$ cat src/rtl/riscv_mpsoc_pkg.sv
// rtl/riscv_mpsoc_pkg.sv - shared LSU access-size and FSM state encodings
package riscv_mpsoc_pkg;

    typedef enum logic [1:0] {
        SIZE_BYTE  = 2'd0,
        SIZE_HALF  = 2'd1,
        SIZE_WORD  = 2'd2,
        SIZE_DWORD = 2'd3
    } lsu_size_e;

    typedef enum logic [1:0] {
        LSU_IDLE  = 2'd0,
        LSU_BUSY  = 2'd1,
        LSU_DRAIN = 2'd2
    } lsu_state_e;

    // Byte-enable pattern for an access of the given size at lane 0.
    function automatic logic [7:0] size_mask(input logic [1:0] sz);
        case (lsu_size_e'(sz))
            SIZE_BYTE:  size_mask = 8'h01;
            SIZE_HALF:  size_mask = 8'h03;
            SIZE_WORD:  size_mask = 8'h0F;
            default:    size_mask = 8'hFF;
        endcase
    endfunction

endpackage

$ cat src/rtl/riscv_lsu_align.sv
// rtl/riscv_lsu_align.sv - byte-lane steering for stores and load extraction/extension
module riscv_lsu_align
    import riscv_mpsoc_pkg::*;
#(
    parameter int XLEN = 64
) (
    input  logic [1:0]        wr_size_i,
    input  logic [2:0]        wr_off_i,
    input  logic [XLEN-1:0]   wr_data_i,
    output logic [XLEN/8-1:0] wr_be_o,
    output logic [XLEN-1:0]   wr_data_o,
    input  logic [2:0]        rd_size_i,
    input  logic [2:0]        rd_off_i,
    input  logic [XLEN-1:0]   rd_data_i,
    output logic [XLEN-1:0]   rd_data_o
);

    localparam int BEW = XLEN / 8;

    logic [XLEN-1:0] rd_shift;

    always_comb begin
        wr_be_o   = BEW'(size_mask(wr_size_i)) << wr_off_i;
        wr_data_o = wr_data_i << {wr_off_i, 3'b000};
        rd_shift  = rd_data_i >> {rd_off_i, 3'b000};
        // rd_size_i[2] selects zero-extension instead of sign-extension
        case (lsu_size_e'(rd_size_i[1:0]))
            SIZE_BYTE: rd_data_o = rd_size_i[2] ? XLEN'(rd_shift[7:0])
                                                : XLEN'($signed(rd_shift[7:0]));
            SIZE_HALF: rd_data_o = rd_size_i[2] ? XLEN'(rd_shift[15:0])
                                                : XLEN'($signed(rd_shift[15:0]));
            SIZE_WORD: rd_data_o = rd_size_i[2] ? XLEN'(rd_shift[31:0])
                                                : XLEN'($signed(rd_shift[31:0]));
            default:   rd_data_o = rd_shift;
        endcase
    end

endmodule

$ cat src/rtl/riscv_lsu_ctrl.sv
// rtl/riscv_lsu_ctrl.sv - single-outstanding load/store unit bus controller
module riscv_lsu_ctrl
    import riscv_mpsoc_pkg::*;
#(
    parameter int XLEN = 64
) (
    input  logic              rstn,
    input  logic              clk,
    input  logic              ex_req,
    input  logic              ex_bubble,
    input  logic              ex_we,
    input  logic [2:0]        ex_size,
    input  logic [XLEN-1:0]   ex_adr,
    input  logic [XLEN-1:0]   ex_d,
    input  logic              flush,
    output logic              lsu_stall,
    output logic              lsu_valid,
    output logic [XLEN-1:0]   lsu_q,
    output logic              misaligned_ld,
    output logic              misaligned_st,
    output logic              access_fault,
    output logic              dmem_req,
    output logic [XLEN-1:0]   dmem_adr,
    output logic              dmem_we,
    output logic [XLEN/8-1:0] dmem_be,
    output logic [XLEN-1:0]   dmem_d,
    input  logic              dmem_ack,
    input  logic              dmem_err,
    input  logic [XLEN-1:0]   dmem_q
);

    localparam int OFFW = (XLEN == 64) ? 3 : 2;

    lsu_state_e        state_q;
    logic              dmem_req_q, dmem_we_q;
    logic [XLEN-1:0]   dmem_adr_q, dmem_d_q;
    logic [XLEN/8-1:0] dmem_be_q;
    logic [2:0]        size_q, off_q;
    logic              lsu_valid_q, access_fault_q, mis_ld_q, mis_st_q;
    logic [XLEN-1:0]   lsu_q_q;

    logic              aligned, cand, accept, misalign;
    logic [2:0]        ex_off;
    logic [XLEN/8-1:0] be_d;
    logic [XLEN-1:0]   wdata_d, rdata_ext;

    assign ex_off = (XLEN == 64) ? ex_adr[2:0] : {1'b0, ex_adr[1:0]};

    always_comb begin
        aligned = 1'b0;
        case (lsu_size_e'(ex_size[1:0]))
            SIZE_BYTE:  aligned = 1'b1;
            SIZE_HALF:  aligned = ~ex_adr[0];
            SIZE_WORD:  aligned = (ex_adr[1:0] == 2'b00);
            SIZE_DWORD: aligned = (XLEN == 64) && (ex_adr[2:0] == 3'b000);
            default:    aligned = 1'b0;
        endcase
    end

    assign cand      = (state_q == LSU_IDLE) && ex_req && !ex_bubble && !flush;
    assign accept    = cand && aligned;
    assign misalign  = cand && !aligned;
    assign lsu_stall = accept || (state_q != LSU_IDLE);

    riscv_lsu_align #(.XLEN(XLEN)) u_align (
        .wr_size_i (ex_size[1:0]),
        .wr_off_i  (ex_off),
        .wr_data_i (ex_d),
        .wr_be_o   (be_d),
        .wr_data_o (wdata_d),
        .rd_size_i (size_q),
        .rd_off_i  (off_q),
        .rd_data_i (dmem_q),
        .rd_data_o (rdata_ext)
    );

    always_ff @(posedge clk or negedge rstn) begin
        if (!rstn) begin
            state_q        <= LSU_IDLE;
            dmem_req_q     <= 1'b0;
            dmem_we_q      <= 1'b0;
            dmem_adr_q     <= '0;
            dmem_be_q      <= '0;
            dmem_d_q       <= '0;
            size_q         <= '0;
            off_q          <= '0;
            lsu_valid_q    <= 1'b0;
            access_fault_q <= 1'b0;
            mis_ld_q       <= 1'b0;
            mis_st_q       <= 1'b0;
            lsu_q_q        <= '0;
        end else begin
            lsu_valid_q    <= 1'b0;
            access_fault_q <= 1'b0;
            mis_ld_q       <= misalign && !ex_we;
            mis_st_q       <= misalign && ex_we;
            case (state_q)
                LSU_IDLE: begin
                    if (accept) begin
                        state_q    <= LSU_BUSY;
                        dmem_req_q <= 1'b1;
                        dmem_we_q  <= ex_we;
                        dmem_adr_q <= {ex_adr[XLEN-1:OFFW], {OFFW{1'b0}}};
                        dmem_be_q  <= be_d;
                        dmem_d_q   <= wdata_d;
                        size_q     <= ex_size;
                        off_q      <= ex_off;
                    end
                end
                LSU_BUSY: begin
                    if (dmem_ack) begin
                        state_q    <= LSU_IDLE;
                        dmem_req_q <= 1'b0;
                        dmem_we_q  <= 1'b0;
                        dmem_be_q  <= '0;
                        // A flush coinciding with ack kills the result like a drain would
                        if (!flush) begin
                            if (dmem_err) begin
                                access_fault_q <= 1'b1;
                            end else begin
                                lsu_valid_q <= 1'b1;
                                lsu_q_q     <= dmem_we_q ? '0 : rdata_ext;
                            end
                        end
                    end else if (flush) begin
                        state_q <= LSU_DRAIN;
                    end
                end
                LSU_DRAIN: begin
                    if (dmem_ack) begin
                        state_q    <= LSU_IDLE;
                        dmem_req_q <= 1'b0;
                        dmem_we_q  <= 1'b0;
                        dmem_be_q  <= '0;
                    end
                end
                default: state_q <= LSU_IDLE;
            endcase
        end
    end

    assign dmem_req      = dmem_req_q;
    assign dmem_we       = dmem_we_q;
    assign dmem_adr      = dmem_adr_q;
    assign dmem_be       = dmem_be_q;
    assign dmem_d        = dmem_d_q;
    assign lsu_valid     = lsu_valid_q;
    assign lsu_q         = lsu_q_q;
    assign access_fault  = access_fault_q;
    assign misaligned_ld = mis_ld_q;
    assign misaligned_st = mis_st_q;

endmodule

$ cat config.mk
export PLATFORM = sky130hd
export DESIGN_NAME = riscv_lsu_ctrl
export DESIGN_NICKNAME = d
export VERILOG_FILES = /design/src/rtl/riscv_mpsoc_pkg.sv /design/src/rtl/riscv_lsu_align.sv /design/src/rtl/riscv_lsu_ctrl.sv
export SDC_FILE = /design/constraint.sdc
export NUM_CORES = 1
export LEC_CHECK = 0
export ABC_AREA = 1
export BUFFER_PORTS_ARGS = -buffer_cell sky130_fd_sc_hd__buf_2
export CAP_MARGIN = 30
export CELL_PAD_IN_SITES_DETAIL_PLACEMENT = 0
export CELL_PAD_IN_SITES_GLOBAL_PLACEMENT = 1
export CORE_MARGIN = 1.5
export CORE_UTILIZATION = 38
export CTS_CLUSTER_DIAMETER = 100
export DETAILED_ROUTE_END_ITERATION = 12
export PLACE_DENSITY = 0.95
export SYNTH_ARGS = -nofsm -noshare
export SYNTH_HDL_FRONTEND = slang
export SYNTH_HIERARCHICAL = 1
export SYNTH_SLANG_ARGS = --single-unit
$ cat constraint.sdc
create_clock -name clk -period 3.7 [get_ports clk]
set_input_delay 0.37 -clock clk [delete_from_list [all_inputs] [get_ports clk]]
set_output_delay 0.37 -clock clk [all_outputs]
set_load 0.005 [all_outputs]
=== Yosys cells after proc, flatten, opt, wreduce, memory -nomap -nowiden ===
Index checks and enable logic that the tools add are counted.

* Register bits: 211
* Output and inout port bits: 207
* Logic and storage cells: 82
* Input bits: 203

* Shifts and indexed selects: 3
* Mux-type cells: 28
* Bitwise gates (word level): 3
* Reductions and logical operators: 24
* Equality and inequality tests: 11

{| class="wikitable"
|+ Operator list
! kind !! number
|-
| two-way mux 64 bit || 4
|-
| one-hot mux 64 bit (3 select lines) || 1
|-
| left shift 64 x 6 -> 64 bit || 1
|-
| right shift 64 x 6 -> 64 bit || 1
|-
| one-hot mux 8 bit (3 select lines) || 1
|-
| two-way mux 8 bit || 2
|-
| one-hot mux 8 bit (2 select lines) || 1
|-
| two-way mux 1 bit || 11
|-
| equality test 2 bit (second input constant) || 4
|-
| zero test 2 bit || 4
|-
| two-way mux 2 bit || 4
|-
| left shift 8 x 3 -> 8 bit || 1
|-
| logical AND 1 bit || 7
|-
| equality test 2 x 1 -> 1 bit (second input constant) || 3
|-
| one-hot mux 2 bit (3 select lines) || 1
|-
| AND reduction 3 bit || 2
|-
| zero test 1 bit || 4
|-
| inequality test 2 bit (second input constant) || 2
|-
| one-hot mux 1 bit (2 select lines) || 2
|-
| one-hot mux 1 bit (4 select lines) || 1
|-
| AND reduction 4 bit || 1
|-
| nonzero test 2 bit || 2
|-
| zero test 3 bit || 1
|-
| inequality test 3 bit (second input constant) || 1
|-
| other kinds (5) || 7
|}

=== Logic depth before layout (Yosys ltp) ===
Gate-level depths: netlist (run 1).

* Word-level depth: 7
* Gate-level depth with buffers: 13
* Mapped depth without buffers: 11

=== Modules after synthesis ===
Netlist (run 1), hierarchy kept.

{| class="wikitable"
|+ Modules (own cells, without submodules)
! module !! cells each !! times used !! sequential area each (um2) !! area an instance (um2)
|-
| riscv_lsu_ctrl || 924 || 1 || 5280.1 || 8254.2
|-
| riscv_lsu_align || 855 || 1 || 0.0 || 4098.9
|}

=== Worst setup path after synthesis (run 1) ===
Ideal clock, no wire load.

* Kind: reg2reg
* From: register off_q[0]
* To: register lsu_q_q[22] (netlist: lsu_q[22])
* Path buffers: 2
* Setup slack: 2.157 ns
* Cell stages (with the launch flop): 10
* Setup time: 0.126 ns
* Period minus slack after synthesis: 1.543 ns
* Arrival time: 1.417 ns
* Data required time: 3.574 ns
* Path through: dfrtp_1 -> buf_6 -> buf_6 -> or2_1 -> o21ai_0 -> o21ai_0 -> o21ai_0 -> nand2_2 -> nand3_1 -> o21ai_0

* Cells in the longest elaborated chain, start to end: 4
* Elaborated cells on any way between the ends: 6
* Classes of those cells: 1 x shift; 5 x mux

{| class="wikitable"
|+ Ends and longest elaborated chain
! element !! RTL line !! source
|-
| start: declaration || riscv_lsu_ctrl.sv:38 || <nowiki>logic [2:0] size_q, off_q;</nowiki>
|-
| start signal: assignment || riscv_lsu_ctrl.sv:107 || <nowiki>off_q <= ex_off;</nowiki>
|-
| right shift 64 x 6 -> 64 bit (*) || riscv_lsu_align.sv:25 || <nowiki>rd_shift = rd_data_i >> {rd_off_i, 3'b000};</nowiki>
|-
| two-way mux 64 bit, on equally long branches || riscv_lsu_align.sv:32, riscv_lsu_align.sv:28, riscv_lsu_align.sv:30 ||
|-
| one-hot mux 64 bit (3 select lines) (*) || riscv_lsu_align.sv:27 || <nowiki>case (lsu_size_e'(rd_size_i[1:0]))</nowiki>
|-
| named net rdata_ext[22] || riscv_lsu_ctrl.sv:45 || <nowiki>logic [XLEN-1:0] wdata_d, rdata_ext;</nowiki>
|-
| two-way mux 64 bit (*) || riscv_lsu_ctrl.sv:122 || <nowiki>lsu_q_q <= dmem_we_q ? '0 : rdata_ext;</nowiki>
|-
| end signal: assignment || riscv_lsu_ctrl.sv:122 ||
|-
| end: declaration || riscv_lsu_ctrl.sv:40 || <nowiki>logic [XLEN-1:0] lsu_q_q;</nowiki>
|}

Mark *: on every way through the listed nets, which the timed path passes. The rest lies on a longest branch.
A chain may end at the register's enable or synchronous reset.

=== Final worst setup path (run 1) ===
* From: register off_q[0]
* To: register lsu_q_q[58] (netlist: lsu_q[58])

The elaborated chain is that of the path after synthesis.

==> results.md, run 1 <==
- Outcome: completed
- Clock Latency Late Sink: 0.54 ns
- CP max FO: 40
- Vias in the first global route: 12500
- Crit path buffers/inverters: 1
- Synthesized flop and latch total: 211
- Crit-path max cell delay: 0.70 ns
- Pwr Density: 768 nW/µm²
- Sequential Area: 5280 µm²
- Unrepaired setup endpoints after global routing: false
- Synth Area in XOR/XNOR: 0%
- Hold_sp: ex_we
- Die ar.: 33600 µm²
- Worst endpoint data arrival time: 3.31 ns
- Final setup fails: 0
- Root Driver: clkbuf_16
- IO Count: 410
- Count of cell types in the netlist: 33
- DRC Markers: 0
- Max Clock Freq: 0.350 GHz
- Mapped Avg Cell Area: 6.94 µm²
- First-pass GRT wire length: 68200 µm
- Simple logic cell fraction of the synthesized area: 34.9%
- Required @ worst endpoint: 4.15 ns
- Setup TNS: 0 ns
- Crit-path cells: buf_4, nand2_1, nand3_1, nand3_1, nand2_2, nand3_2, nand4_1, nand3_1, o21ai_0
- Area growth syn-to-layout: 24.1%
- Critical path class: flop to flop
- Mux share of post-synthesis cell area: 1.78%
- CTS resizes: 0
- Final Cycle Share: 77.3%
- Antenna fix cells: 0
- CP most frequent cell: nand3_1
- Sequential area share after synthesis: 42.7%
- Min-delay worst type: primary input to flop
- Most frequent cells in the layout: 749 x nand2_1, 405 x buf_2, 210 x dfrtp_1
- Port Buf Inserts: 406
- Delay-heaviest family, CP: simple AND/OR/NAND/NOR gates
- CTS tree: yes
- Filler instances: 3244
- Num rows: 65
- Post-route cell area: 15300 µm²
- Clock sink count: 211
- Slew Viols, Final: 0
- Grt ovf: 0
- Slowest stage cell, crit path: nand3_2
- Drt first pass iters: 6
- Maximum root-to-sink buffer count: 3
- Total power draw: 11800 µW
- Via count: 13000
- Post-synthesis cell count: 1779
- Critical path launch point: off_q[0]
- Antenna violations before repair: 1
- Worst VDD drop: 0.318 mV
- Yosys warning count: 6
- WL final: 44300 µm
- DR vias/cell: 5.08
- Total track usage: 25.7%
- Combined area of the multi-input logic cells: 5900 µm²
- Gpl congestion: 0.950
- Pin count of the biggest net entering global routing: 130
- Worst slew pin tran: 0.928 ns
- Drt first-iter violations: 1383
- Die height: 183 µm
- Core Region: 31800 µm²
- Final Skew: 0.0121 ns
- Min cycle time layout: 2.86 ns
- Placed inst area: 14500 µm²
- Mapped Area: 12400 µm²
- DP HPWL: 31700 µm
- Reg2reg start: off_q[0]
- Post-Synth Adder-Cell Area: 0.405%
- Startpoint type of the worst setup path: flop
- Final #Nets: 2313
- Final hold vios: 0
- Wire per inst: 17.3 µm
- Final core occ: 48.2%
- Commonest non-fill, non-tap cell in the layout: nand2_1
- Initial Utilization: 38.8%
- Die width: 183 µm
- Synth Area in Compound Gates: 10.4%
- Crit end category: flop
- Slew headroom: 38.1%
- Share of layout cells above drive strength 1: 24.1%
- Reg clk slew, reported paths: 0.06 ns
- ANT nets after route: 0
- Max-Cap Viols: 0
- Cts bufs inserted: 25
- H-tree levels: 1
- Static leakage: 0.00864 µW
- Largest family of logic cells by synthesized area: simple AND/OR/NAND/NOR gates
==> synth_stat cells (all sizes together) <==
cell | instances | area share [%]
o31ai | 1 | 0.061
buf | 97 | 4.8
nor2 | 67 | 2.1
clkinv | 2 | 0.061
or2 | 7 | 0.35
o21bai | 2 | 0.12
nor3 | 2 | 0.16
nand4 | 33 | 1.7
nand2 | 770 | 24
a21oi | 17 | 0.69
nand3 | 162 | 6.8
inv | 125 | 3.8
o211ai | 18 | 1.1
clkbuf | 32 | 0.97
conb | 1 | 0.030
ha | 4 | 0.41
dfrtp | 211 | 43
o21ai | 195 | 8.0
o22ai | 10 | 0.51
mux2i | 22 | 1.8
nor3b | 1 | 0.061
==> worst paths after layout <==
kind,end,slack [ns],cells past startpoint
worst max-delay path,lsu_q[58],0.84,9
worst min-delay path,misaligned_ld,0.02,2
worst max register to register,lsu_q[58],0.84,9
worst min register to register,dmem_req,0.47,2
max in group asynchronous,dmem_d[22],2.35,3
min in group asynchronous,lsu_q[14],0.45,2
==> sequential cells by signal, indices dropped and copies added, names as in the netlist, 2 cells and up <==
signal    flops
state_q       2
dmem_adr     61
lsu_q        64
dmem_d       64
dmem_be       8
size_q        3
off_q         3
==> per-stage QoR <==
step                instances  hold slack, ns  worst slack [ns]
floorplan                1781          0.0744              2.16
global placement         2512           0.455             0.970
detailed placement       2513           0.459             0.928
CTS                      2559         0.00179             0.908
global route             2559         0.00294             0.599
finish                   2559          0.0195             0.840
==> logic make-up after synthesis <==
| logic type | count (synthesis) |
|---|---|
| mux | 22 |
| other cells | 1 |
| fa+ha+maj | 4 |
| flops | 211 |
| compound gates | 243 |
| buf+inv | 256 |
| simple gates | 1042 |
==> power breakdown <==
part | internal [µW] | leakage, µW | switching, µW
clock | 1500 | 0.000418 | 1030
sequential | 3290 | 0.00271 | 697
combinational | 1920 | 0.00551 | 3320
==> per-layer routing <==
metal  track usage, %  routed length (µm)  part of all wire (%)
met5                0                  13                 0.029
met4             9.67                1690                   3.8
met3             4.25                3380                   7.6
met2             41.4               20600                    47
met1             34.6               18600                    42
==> cell type report <==
cell class,count,area share (%)
multi-input combinational,1314,38.5
clock inverter,13,0.898
clock buffer,32,4.64
timing repair buffer,427,14.9
inverter,127,3.13
tap,435,3.55
sequential,211,34.5
==> timing repair <==
item / 4_1_cts / 5_1_grt
setup buffers: 0 / 0
endpoints found under the hold margin: 95 / 0
hold buffers: 1 / 0
No activity file was read; power rests on OpenSTA's default activity.
==> run 2: changes to the inputs <==
- ABC_AREA: 1 -> 0
- PLACE_DENSITY: 0.95 -> 0.92
- clock period: 3.7 -> 2.8 ns (I/O delays scaled with it)
==> results.md, run 2 <==
- DRC Markers: 0
- Synthesized flop and latch total: 211
- Static leakage: 0.00849 µW
- Filler instances: 2990
- Top post-synthesis cells by area: dfrtp_1 43%, nand2_1 15%, mux4_2 8.0%
- Port Buf Inserts: 406
- Final Skew: 0.00989 ns
- Commonest cells post-synth: 510 x nand2_1, 211 x dfrtp_1, 90 x o21ai_0
- Critical path class: flop to primary output
- Total track usage: 26.1%
- Die ar.: 33600 µm²
- Root Driver: clkbuf_16
- Final hold vios: 0
- Commonest non-fill, non-tap cell in the layout: nand2_1
- Most frequent cells in the layout: 510 x nand2_1, 404 x buf_2, 209 x dfrtp_1
- Delay-heaviest family, CP: simple AND/OR/NAND/NOR gates
- Mapped Area: 12400 µm²
- Min cycle time layout: 2.55 ns
- Area leader, netlist: dfrtp_1
- IO Count: 410
- Post-synth EDFFs: 0
- Outcome: completed
- Area growth syn-to-layout: 31.7%
- Share of layout cells above drive strength 1: 31.4%
- Post-route cell area: 16300 µm²
- H-tree levels: 1
- Grt ovf: 0
- Placed inst area: 14800 µm²
- Crit-path cells: inv_1, ha_1, and4bb_2, o211ai_4, nand2_1, buf_2
- Die height: 183 µm
- Max-Cap Viols: 0
- Max Clock Freq: 0.392 GHz
- Startpoint type of the worst setup path: flop
- Final #Nets: 2027
- Maximum root-to-sink buffer count: 3
- Post-synthesis cell count: 1399
- Crit path setup slack, layout: 0.247 ns
- Unrepaired setup endpoints after global routing: false
- First-pass GRT wire length: 68300 µm
- Min-delay worst type: primary input to flop
- Mapped Avg Cell Area: 8.84 µm²
- Required @ worst endpoint: 2.52 ns
- Slew Viols, Final: 0
- ANT nets after route: 0
- Total power draw: 15100 µW
- Most frequent cell after synthesis: nand2_1
- Pin count of the biggest net entering global routing: 96
- WL final: 45100 µm
- Vias in the first global route: 12000
- CP max FO: 14
- Reg clk slew, reported paths: 0.06 ns
- DR vias/cell: 5.34
- Worst VDD drop: 0.545 mV
- Clock sink count: 211
- Drt first pass iters: 6
- Yosys warning count: 6
- Final Cycle Share: 91.2%
- Pwr Density: 925 nW/µm²
- Via count: 12200
- Die width: 183 µm
- Final setup fails: 0
- Cts bufs inserted: 25
- Worst slew pin tran: 0.763 ns
- Post-synth ARST share: 100%
- Buffers inserted by post-CTS timing repair: 0
- Slew headroom: 49.0%
- Sequential area share after synthesis: 42.7%
- Cts hold-fix bufs: 64
- Initial Utilization: 38.9%
- Count of cell types in the netlist: 53
- Antenna violations before repair: 4
- CTS resizes: 0
- Wire per inst: 19.8 µm
- Crit end category: primary output
- Slowest stage cell, crit path: dfrtp_1
- Post-synth top flop: dfrtp_1
- DP HPWL: 32400 µm
- Clock Latency Late Sink: 0.54 ns
- Gpl congestion: 0.942
- Crit-path max cell delay: 0.40 ns
- WHS: 0.0508 ns
- CTS tree: yes
- Setup TNS: 0 ns
- Top-area cell type share of the netlist area: 42.7%
- Crit path buffers/inverters: 2
- Pre-CTS setup slack: 0.451 ns
- Num rows: 65
- Worst endpoint data arrival time: 2.27 ns
- Core Region: 31800 µm²
- Drt first-iter violations: 945
==> run 2: cell types whose count changed in the layout (fill, tap and decap cells not counted), sizes merged, moves of 44 or more <==
cell         change
dlygate4sd3     +63
inv            -110
mux2i           +48
mux4            +44
nand2          -260
nand2b          +68
nand3          -149
o21ai          -103
==> run 2: report_power, final <==
| group | internal [µW] | switching (µW) | leakage, µW | total [µW] |
|---|---|---|---|---|
| Sequential | 4250 | 830 | 0.00274 | 5080 |
| Combinational | 2960 | 3570 | 0.00533 | 6540 |
| Clock | 2090 | 1360 | 0.000423 | 3450 |
| Total | 9300 | 5770 | 0.00849 | 15100 |
==> run 2: path summary, 6_finish.rpt <==
check                           start           end  slack (ns)  depth (start not counted)
max                        state_q[0]     lsu_stall        0.25                          6
min                          dmem_err  access_fault        0.05                          2
max reg2reg                  off_q[1]     lsu_q[27]        0.38                          7
min reg2reg                dmem_d[20]    dmem_d[20]        0.47                          2
max in group asynchronous        rstn  dmem_adr[48]        1.56                          3
min in group asynchronous        rstn     lsu_q[43]        0.32                          2
==> run 2: cell families after synthesis <==
group           after synthesis  share of synthesized area [%]
buf+inv                     133                           5.61
fa+ha+maj                     4                          0.405
compound gates              192                           9.77
flops                       211                           42.7
other cells                   1                         0.0303
simple gates                709                           24.6
mux                         149                           16.9
==> run 2: layout make-up <==
| type | count | area, µm² | share of cell area (%) |
|---|---|---|---|
| Antenna cell | 3 | 7.51 | 0.0461 |
| Clock buffer | 37 | 731 | 4.49 |
| Clock inverter | 9 | 140 | 0.860 |
| Inverter | 16 | 60.1 | 0.369 |
| Multi-Input combinational cell | 1057 | 6420 | 39.4 |
| Sequential cell | 211 | 5280 | 32.4 |
| Tap cell | 435 | 544 | 3.34 |
| Timing Repair Buffer | 509 | 3100 | 19.1 |
==> run 2: routing by layer <==
metal,wire (µm),global-route usage [%],share of wire [%],vias to the layer above
met2,21900,44.6,48,633
met1,17200,31.7,38,5831
met5,33,0,0.073,-
met4,1930,11.1,4.3,6
li1,-,-,-,5585
met3,4100,6.08,9.1,99
==> run 2: per-stage QoR <==
stage	util (%)	std cells
floorplan	-	1401
global placement	46.4	2164
detailed placement	46.4	2164
CTS	51.2	2274
global route	51.2	2275
finish	51.2	2277
==> run 3: changes to the inputs <==
- PLACE_DENSITY: 0.92 -> 0.91
- SYNTH_HIERARCHICAL: 1 -> not set
==> results.md, run 3 <==
- DRC Markers: 0
- Antenna violations before repair: 0
- Top-area cell type share of the netlist area: 46.3%
- Reg2reg start: state_q[0]
- Mapped Avg Cell Area: 10.5 µm²
- Final #Nets: 1724
- Max-Cap Viols: 0
- Min-delay worst type: primary input to flop
- Gpl congestion: 0.900
- Unrepaired setup endpoints after global routing: false
- Post-synth top flop: dfrtp_1
- DP HPWL: 28400 µm
- Grt ovf: 0
- Synth Area in Compound Gates: 17.1%
- Commonest non-fill, non-tap cell in the layout: buf_2
- Initial Utilization: 38.6%
- CTS resizes: 0
- Sequential share of power: 36.2%
- Top post-synthesis cells by area: dfrtp_1 46%, mux2_2 10%, mux2i_1 7.1%
- R2R Path End: dmem_we
- Sequential area share after synthesis: 46.3%
- Crit end category: primary output
- Most frequent cells in the layout: 404 x buf_2, 208 x dfrtp_1, 155 x nand2_1
- Post-synth EDFFs: 0
- Drt first-iter violations: 806
- Worst R2R Path Depth: 7
- Filler instances: 2683
- Clock Power Share: 23.5%
- Fin cells: 1924
- Final hold vios: 0
- Root Driver: clkbuf_16
- Critical path launch point: state_q[0]
- CTS tree: yes
- Int Power: 9420 µW
- Area leader, netlist: dfrtp_1
- WL final: 38600 µm
- Die height: 176 µm
- Count of cell types in the netlist: 60
- Reg clk slew, reported paths: 0.05 ns
- Psw: 5230 µW
- Clock sink count: 211
- Commonest cells post-synth: 211 x dfrtp_1, 155 x nand2_1, 108 x o21ai_0
- Pin count of the biggest net entering global routing: 94
- Buffers inserted by post-CTS timing repair: 0
- Via count: 10400
- First-pass GRT wire length: 58600 µm
- Synth Area in XOR/XNOR: 0%
- Area growth syn-to-layout: 34.1%
- Final Skew: 0.0131 ns
- Post-synthesis cell count: 1085
- ANT nets after route: 0
- Final Cycle Share: 90.8%
- Yosys warning count: 0
- Pwr Density: 958 nW/µm²
- CP max FO: 22
- DR vias/cell: 5.42
- Share of layout cells above drive strength 1: 41.3%
- Core Region: 29600 µm²
- H-tree levels: 1
- WHS: 0.0147 ns
- Simple logic cell fraction of the synthesized area: 9.69%
- Slew headroom: 31.3%
- Vias in the first global route: 10400
- Num rows: 63
- Min cycle time layout: 2.54 ns
- Max Clock Freq: 0.393 GHz
- Drt first pass iters: 5
- Post-Place Cells: 1822
- Post-Synth Adder-Cell Area: 0.439%
- Static leakage: 0.00748 µW
- Post-synth ARST share: 100%
- Synthesized flop and latch total: 211
- Antenna fix cells: 0
- Outcome: completed
- Setup TNS: 0 ns
- Final setup fails: 0
- Required @ worst endpoint: 2.52 ns
- Worst slew pin tran: 1.02 ns
- Critical path class: flop to primary output
- Worst endpoint data arrival time: 2.26 ns
- Worst VDD drop: 0.460 mV
- Mux share of post-synthesis cell area: 22.0%
- IO Count: 410
- Switching Share: 35.7%
- Critical Path Sink: lsu_stall
- Placed inst area: 13800 µm²
- Clock Latency Late Sink: 0.51 ns
- Die ar.: 31100 µm²
- Slew Viols, Final: 0
- Total track usage: 24.1%
- Post-route cell area: 15300 µm²
- Wire per inst: 20.0 µm
- Maximum root-to-sink buffer count: 3
- Startpoint type of the worst setup path: flop
- Die width: 176 µm
- Combinational Power Share: 40.3%
- Mapped Area: 11400 µm²
- Cts bufs inserted: 25
- Largest family of logic cells by synthesized area: multiplexers
- Final core occ: 51.7%
- R2R setup slack: 0.56 ns
- Most frequent cell after synthesis: dfrtp_1
- Port Buf Inserts: 406
-- run 3: changes by cell type after synthesis, moves of 16 or more --
cell	delta
nand2_1	-355
nand2b_1	-64
buf_2	-20
and2_1	-17
o31ai_1	+25
mux2_2	+69
mux4_2	-23
a221o_1	+16
o21ai_0	+18
a211oi_1	+20
nand4_1	-27
-- run 3: critical path, stage by stage, from the launching register on --
cell and delay [ns]:
dfrtp_1 0.37, inv_1 0.09, ha_1 0.25, and4bb_2 0.27, o211ai_1 0.16, buf_4 0.34
nand2_1 0.11, buf_2 0.15
-- run 3: through the flow --
step | total power (µW) | setup slack, ns
floorplan | 8480 | 0.822
global placement | 10900 | 0.625
detailed placement | 11100 | 0.574
CTS | 14700 | 0.199
global route | 15600 | 0.109
finish | 14700 | 0.257
-- run 3: worst min-delay path by stage --
stage / start / endpoint / slack (ns) / cells after the start
2_1_floorplan: rstn / access_fault / -0.02 / 0
6_report: ex_adr[39] / dmem_adr[39] / 0.01 / 2
3_3_place_gp: rstn / dmem_adr[43] / 0.37 / 1
3_5_place_dp: rstn / dmem_adr[46] / 0.38 / 1
4_1_cts: ex_adr[39] / dmem_adr[39] / 0.00005 / 2
5_1_grt: ex_adr[45] / dmem_adr[45] / 0.002 / 2
-- run 3: power by group through the flow --
stage               Combinational, µW  Sequential [µW]  Clock, µW
floorplan                        3370             5110          0
global placement                 5670             5270          0
detailed placement               5810             5310          0
CTS                              5900             5270       3530
global route                     6460             5460       3650
finish                           5910             5300       3440
-- run 3: routing by layer --
| layer | global-route usage [%] | wire length (µm) | up-vias |
|---|---|---|---|
| met2 | 40.1 | 18400 | 501 |
| met1 | 31.3 | 15800 | 5039 |
| met5 | 0 | 0 | - |
| li1 | - | - | 4815 |
| met3 | 5.06 | 3200 | 78 |
| met4 | 7.66 | 1170 | 0 |
-- run 3: kinds of logic (layout without fill, tap and decap cells) --
family	count (synthesis)	after routing
muxes	209	209
buffers and inverters	106	553
adders and majority gates	4	4
and+or+nand+nor	258	258
AOI/OAI and AO/OA	296	296
DFF	211	211
other	1	3
-- run 3: area by class of cell --
type	count	area, µm²	area share [%]
Sequential cell	211	5280	34.6
Tap cell	390	488	3.19
Inverter	8	30.0	0.196
Multi-Input combinational cell	770	5630	36.8
Timing Repair Buffer	501	2990	19.6
Clock buffer	34	689	4.51
Clock inverter	10	183	1.19
-- run 3: what timing repair did --
item	in CTS	in global routing
hold buffers	56	2
endpoints found under the hold margin	141	2
setup endpoints to repair	0	0
